## src/rtl/vram_wr_arbiter.sv

```systemverilog
// Framebuffer RAM write-port arbiter: CPU single-word writes share the port with a linear fill engine.
// Optional macro VRAM_WR_STATS_EN adds saturating write counters (cpu_wr_cnt, fill_wr_cnt) and stats_clr.
module vram_wr_arbiter #(
  parameter int unsigned DATA_WIDTH   = 8,
  parameter int unsigned ADDR_WIDTH   = 16,
  parameter int unsigned STARVE_LIMIT = 4
) (
  input  logic                  w_clk,
  input  logic                  rst_n,
  input  logic                  cpu_valid,
  input  logic [ADDR_WIDTH-1:0] cpu_adr,
  input  logic [DATA_WIDTH-1:0] cpu_d,
  output logic                  cpu_ready,
  input  logic                  fill_go,
  input  logic [ADDR_WIDTH-1:0] fill_start,
  input  logic [ADDR_WIDTH-1:0] fill_len,
  input  logic [DATA_WIDTH-1:0] fill_val,
  input  logic                  fill_abort,
  output logic                  fill_busy,
  output logic                  fill_done,
`ifdef VRAM_WR_STATS_EN
  input  logic                  stats_clr,
  output logic [15:0]           cpu_wr_cnt,
  output logic [15:0]           fill_wr_cnt,
`endif
  output logic                  we,
  output logic [ADDR_WIDTH-1:0] w_adr,
  output logic [DATA_WIDTH-1:0] d
);

  typedef enum logic [1:0] {
    IDLE = 2'd0,
    FILL = 2'd1,
    DONE = 2'd2
  } state_t;

  localparam logic [3:0]            STREAK_MAX = 4'(STARVE_LIMIT);
  localparam logic [ADDR_WIDTH-1:0] ADR_ONE    = 1;

  state_t                  state, state_d;
  logic [3:0]              streak;
  logic [ADDR_WIDTH-1:0]   cur_adr;
  logic [ADDR_WIDTH-1:0]   remaining;
  logic [DATA_WIDTH-1:0]   fill_val_q;

  logic in_fill;
  logic force_fill;
  logic cpu_grant;
  logic fill_grant;
  logic fill_load;

  // Arbitration is purely combinational so cpu_ready reflects the current streak.
  always_comb begin
    in_fill    = (state == FILL);
    force_fill = in_fill && (streak == STREAK_MAX);
    cpu_ready  = ~force_fill;
    cpu_grant  = cpu_valid && cpu_ready;
    fill_grant = in_fill && !fill_abort && !cpu_grant;
    fill_load  = (state == IDLE) && fill_go && !fill_abort;
    fill_busy  = in_fill;
    fill_done  = (state == DONE);
  end

  always_comb begin
    state_d = state;
    unique case (state)
      IDLE: begin
        if (fill_load) state_d = (fill_len == '0) ? DONE : FILL;
      end
      FILL: begin
        if (fill_abort)                              state_d = IDLE;
        else if (fill_grant && remaining == ADR_ONE) state_d = DONE;
      end
      DONE:    state_d = IDLE;
      default: state_d = IDLE;
    endcase
  end

  always_ff @(posedge w_clk or negedge rst_n) begin
    if (!rst_n) state <= IDLE;
    else        state <= state_d;
  end

  always_ff @(posedge w_clk or negedge rst_n) begin
    if (!rst_n) begin
      cur_adr    <= '0;
      remaining  <= '0;
      fill_val_q <= '0;
    end else if (fill_load) begin
      cur_adr    <= fill_start;
      remaining  <= fill_len;
      fill_val_q <= fill_val;
    end else if (fill_grant) begin
      cur_adr    <= cur_adr + ADR_ONE;
      remaining  <= remaining - ADR_ONE;
    end
  end

  // Streak counts CPU wins while a fill waits; any fill win or leaving FILL resets it.
  always_ff @(posedge w_clk or negedge rst_n) begin
    if (!rst_n) begin
      streak <= '0;
    end else if (!in_fill || fill_grant) begin
      streak <= '0;
    end else if (cpu_grant && streak != STREAK_MAX) begin
      streak <= streak + 4'd1;
    end
  end

  always_ff @(posedge w_clk or negedge rst_n) begin
    if (!rst_n) begin
      we    <= 1'b0;
      w_adr <= '0;
      d     <= '0;
    end else if (cpu_grant) begin
      we    <= 1'b1;
      w_adr <= cpu_adr;
      d     <= cpu_d;
    end else if (fill_grant) begin
      we    <= 1'b1;
      w_adr <= cur_adr;
      d     <= fill_val_q;
    end else begin
      we    <= 1'b0;
    end
  end

`ifdef VRAM_WR_STATS_EN
  always_ff @(posedge w_clk or negedge rst_n) begin
    if (!rst_n) begin
      cpu_wr_cnt  <= '0;
      fill_wr_cnt <= '0;
    end else if (stats_clr) begin
      cpu_wr_cnt  <= '0;
      fill_wr_cnt <= '0;
    end else begin
      if (cpu_grant && cpu_wr_cnt != '1)   cpu_wr_cnt  <= cpu_wr_cnt + 16'd1;
      if (fill_grant && fill_wr_cnt != '1) fill_wr_cnt <= fill_wr_cnt + 16'd1;
    end
  end
`endif

endmodule

```

## config.mk

```make
export PLATFORM = sky130hd
export DESIGN_NAME = vram_wr_arbiter
export DESIGN_NICKNAME = d
export VERILOG_FILES = /design/src/rtl/vram_wr_arbiter.sv
export SDC_FILE = /design/constraint.sdc
export NUM_CORES = 1
export LEC_CHECK = 0
export ABC_AREA = 1
export BUFFER_PORTS_ARGS = -buffer_cell sky130_fd_sc_hd__buf_2
export CAP_MARGIN = 20
export CORE_MARGIN = 2
export CORE_UTILIZATION = 54
export DETAILED_ROUTE_END_ITERATION = 8
export PLACE_DENSITY_LB_ADDON = 0.05
export SLEW_MARGIN = 20
export SYNTH_ARGS = -nofsm -noshare
export SYNTH_HDL_FRONTEND = slang
export SYNTH_SLANG_ARGS = --single-unit
```

## constraint.sdc

```tcl
create_clock -name w_clk -period 1.92 [get_ports w_clk]
set_input_delay 0.384 -clock w_clk [delete_from_list [all_inputs] [get_ports w_clk]]
set_output_delay 0.384 -clock w_clk [all_outputs]
set_load 0.03 [all_outputs]
```

# --- After elaboration in Yosys (flattened, before gate mapping) ---
# Cells that the tools add are included.
op_classes:
  n_eq_ne: 7
  n_reduce_logical: 18
  addsub: 3
  muxes: 17
  n_bitwise: 1
op_table:
  columns: ["operator", "n"]
  rows:
  - ["16-bit two-way mux", 6]
  - ["16-bit by 1-bit adder with 16-bit output (second input constant)", 1]
  - ["16-bit by 1-bit == test with 1-bit output (second input constant)", 1]
  - ["16-bit logical NOT", 1]
  - ["8-bit two-way mux", 2]
  - ["16-bit by 1-bit subtractor with 16-bit output (second input constant)", 1]
  - ["1-bit logical AND", 8]
  - ["2-bit two-way mux", 4]
  - ["4-bit two-way mux", 2]
  - ["2-bit nonzero test", 3]
  - ["4-bit by 1-bit adder with 4-bit output (second input constant)", 1]
  - ["4-bit by 3-bit == test with 1-bit output (second input constant)", 1]
  - ["4-bit by 3-bit inequality test with 1-bit output (second input constant)", 1]
  - ["2-bit case mux with 2 select lines", 1]
  - ["1-bit logical NOT", 3]
  - ["3-bit by 2-bit inequality test with 1-bit output (second input constant)", 1]
  - ["2-bit by 1-bit == test with 1-bit output (second input constant)", 1]
  - ["2-bit == test (second input constant)", 1]
  - ["2-bit logical NOT", 1]
  - ["1-bit two-way mux", 2]
  - ["2-bit inequality test (second input constant)", 1]
  - ["2-bit AND reduction", 1]
  - ["1-bit logical OR", 1]
  - ["1-bit NOT", 1]
totals:
  in_bits: 69
  reg_bits: 71
  elab_cells: 54
  out_inout_bits: 28

# --- Depth between registers and ports, before layout ---
depth:
  depth_word: 10
  depth_mapped: 11
  mapped_depth_nobuf: 10

# --- Least setup slack after synthesis ---
# OpenSTA, ideal clock, no wires.
synth_path:
  path_kind: "register to output"
  from: "register streak[0]"
  to: "output port cpu_ready"
  slack_ns: 0.359
  arrival_ns: 1.177
  path_buffers: 1
  required_ns: 1.536
  path_stages_with_launch: 7
  path_cell_list: "dfrtp_1 > inv_1 > ha_1 > nand2_1 > nor2_4 > nand2_4 > buf_2"
synth_via:
  elab_chain_cells: 3
synth_rtl:
  columns: ["element", "line_no", "rtl"]
  rows:
  - ["start, declared", "41", "logic [3:0] streak;"]
  - ["start signal, assigned", "106", "streak <= streak + 4'd1;"]
  - ["4-bit by 3-bit == test with 1-bit output", "55", "force_fill = in_fill && (streak == STREAK_MAX);"]
  - ["1-bit logical AND", "55", null]
  - ["1-bit NOT", "56", "cpu_ready = ~force_fill;"]
  - ["end, declared", "13", "output logic cpu_ready,"]
# No other way between the ends.

# --- Worst setup path in the final report ---
layout_path:
  from: "register streak[1]"
  to: "output port cpu_ready"
# The elaborated chain is that of the path after synthesis.

==> impl_metrics.json <==
{
  "hold_viol": 0,
  "cts.clk_slew.worst_paths_ns": 0.09,
  "num_rows": 31,
  "antenna_found_initial": 0,
  "grt_busiest_layer": "met2",
  "yosys_warnings": 0,
  "min-delay-start": "fill_val[3]",
  "critPathMaxStageDelay_ns": 0.42,
  "cts_made_buffers": 9,
  "cts_tree": "yes",
  "seq_area_frac_synth": 0.438,
  "crit_path_max_fanout": 4,
  "grt_pass1_vias": 3739,
  "slew_viol_final": 0,
  "cp-start-kind": "flop",
  "drt_iter0_markers": 208,
  "rsz0062_at_grt": "false",
  "power.density_mw_per_mm2": 1020,
  "dr.pass1.iters": 5,
  "reg2reg_depth": 11,
  "clk_path_buf_depth": 2,
  "met2_usage": 0.459,
  "maxCapViolCount": 0,
  "die_area_mm2": 0.00823,
  "power_leakage_uw": 0.00259,
  "r2r_start": "streak[1]$_DFFE_PN0P_",
  "yosys.area.top_type": "dfrtp_1",
  "grt_max_degree": 56,
  "ys_async_sr_fraction": 1.00,
  "post-route-util": 0.689,
  "vdd_drop_max_v": 0.000510,
  "synth.most_common_cell": "nand2_1",
  "routabilityCongestion": 0.883,
  "hpwl_um": 7490,
  "hold_class": "in2reg",
  "core_mm2": 0.00725,
  "crit_chain": "inv_1 -> ha_1 -> nand2_2 -> nor2_4 -> nand2_4 -> buf_4",
  "synthTopCellsByCount": "nand2_1 (202), nand3_1 (88), dfrtp_1 (71), nor2_1 (49), inv_1 (43)",
  "max-slew-margin-rel": 0.710,
  "ys_seq_elements": 71,
  "synthDistinctLibCells": 36,
  "synth_ff_type": "dfrtp_1",
  "path_buf_inv": 2,
  "die_y_um": 90.7,
  "layout_min_cycle_time_ns": 1.84,
  "p_total_uw": 5090,
  "timing.rr.end": "cur_adr[9]$_DFFE_PN0P_",
  "rrSetupSlack_ns": 0.14,
  "place_ws_ns": 0.124,
  "final_antenna_net_count": 0,
  "drive_gt1_frac": 0.234,
  "met3_usage": 0.0476,
  "syn_inst": 551,
  "track_usage": 0.271,
  "wl_um": 10900,
  "synth_top_area_share": 0.438,
  "drc": 0,
  "critPathSlowestCell": "dfrtp_1",
  "required_ns": 1.54,
  "syn_nets": 625,
  "via_per_inst": 5.29,
  "root_buffer": "clkbuf_8",
  "synth-edff-count": 0,
  "end_kind": "primary output",
  "netlist_top_cells_area": "dfrtp_1 (44%), nand2_1 (19%), nand3_1 (11%)",
  "worstSkewPairLatency_ns": 0.35,
  "avgSynthCellArea_um2": 7.37,
  "start_util": 0.560,
  "path_class": "reg2out",
  "timing.fmax_mhz": 544,
  "die_w_um": 90.7,
  "finalSetupViolations": 0,
  "io_pins": 97,
  "netlist_area_mm2": 0.00406,
  "numClockSinks": 71,
  "io_buffers": 96,
  "antenna-diode-count": 0,
  "crit_family": "flip-flops",
  "nets": 736,
  "grt_use_met1": 0.353,
  "wl_per_cell_um": 14.2,
  "status": "completed",
  "htreeDepth": 3,
  "max_slew.worst_pin.slew_ns": 0.435,
  "setup_slack_ns": 0.0806,
  "vias": 4052,
  "period_share": 0.958,
  "skew_ns": 0.0136,
  "worstHoldPathCells": 3,
  "crit_arrival_ns": 1.46,
  "hold_ws_ns": 0.219,
  "hold-path-endpoint": "fill_val_q[3]$_DFFE_PN0P_",
  "fin_tns_setup_ns": 0,
  "grt-ovfl-total": 0,
  "synthToLayoutAreaGrowth_pct": 23.1,
  "grt_pass1_wl_um": 17700
}
## power by group
part           internal [µW]  switching [µW]  leakage (µW)
logic                    572            1000       0.00160
clock network            748             633      0.000111
registers               1830             303      0.000878
## registers in the layout, summed over array words and instances, names as in the netlist
name and cells:
we 1, state 2, d 8, fill_val_q 8
w_adr 16, streak 4, cur_adr 16, remaining 16
## worst min-delay path: stages
cell and delay (ns):
buf_2 0.07, nand2_1 0.04, nand2_1 0.04
## per-stage QoR
stage / cells / cell area (µm²)
4_1_cts: 759 / 4930
2_1_floorplan: 551 / 4060
3_3_place_gp: 740 / 4680
3_5_place_dp: 740 / 4680
5_1_grt: 766 / 5000
6_report: 766 / 5000
## cells by family (layout without fill, tap and decap cells)
logic type | count (synthesis) | in the layout | synth area share
xor+xnor | 7 | 7 | 0.0151
simple gates | 364 | 364 | 0.392
flops | 71 | 71 | 0.438
buf+inv | 65 | 181 | 0.0733
fa+ha+maj | 5 | 5 | 0.0154
compound gates | 39 | 39 | 0.0663
## cells in the final DEF, fill, tap and decap left out, types with 2 or more instances in the layout
master / n
a21oi_1: 5
buf_12: 4
buf_2: 95
buf_4: 19
bufinv_16: 2
clkbuf_8: 9
dfrtp_1: 71
ha_1: 5
inv_1: 42
inv_2: 3
inv_6: 3
nand2_1: 201
nand2_2: 2
nand2_4: 3
nand3_1: 88
nand4_1: 6
nor2_1: 49
nor2_2: 4
nor2_4: 4
nor3b_1: 3
o211ai_1: 13
o21ai_0: 10
o21ai_1: 2
o21bai_1: 2
o22ai_1: 2
xnor2_1: 4
xor2_1: 3
## layer usage
metal	up-vias	wire length [µm]
met3	16	475
met1	1926	4780
met5	-	0
met2	115	5440
li1	1995	-
met4	0	163
## final cells by class
| type | count | area, µm² |
|---|---|---|
| clock buffer | 9 | 124 |
| clock inverter | 7 | 103 |
| fill | 647 | 2250 |
| inverter | 46 | 175 |
| multi-input combinational | 415 | 1990 |
| sequential | 71 | 1780 |
| tap | 99 | 124 |
| timing repair buffer | 119 | 708 |
## worst max path at each step
stage	from	end	slack [ns]	depth (start not counted)
after floorplan	streak[0]$_DFFE_PN0P_	cpu_ready	0.36	6
after global placement	streak[0]$_DFFE_PN0P_	remaining[10]$_DFFE_PN0P_	0.17	9
after detailed placement	streak[0]$_DFFE_PN0P_	cur_adr[9]$_DFFE_PN0P_	0.12	9
after CTS	streak[0]$_DFFE_PN0P_	cpu_ready	0.002	6
after global routing	streak[1]$_DFFE_PN0P_	cpu_ready	0.02	6
final	streak[1]$_DFFE_PN0P_	cpu_ready	0.08	6
## repair_timing
item | in CTS | in global routing
resized for setup | 2 | 1
setup endpoints to repair | 1 | 30
endpoints found under the hold margin | 16 | 0
pin swaps | 1 | 2
gates cloned | 0 | 0
buffers inserted | 2 | 7
hold buffers | 1 | 0
No activity file was read; power rests on OpenSTA's default activity.
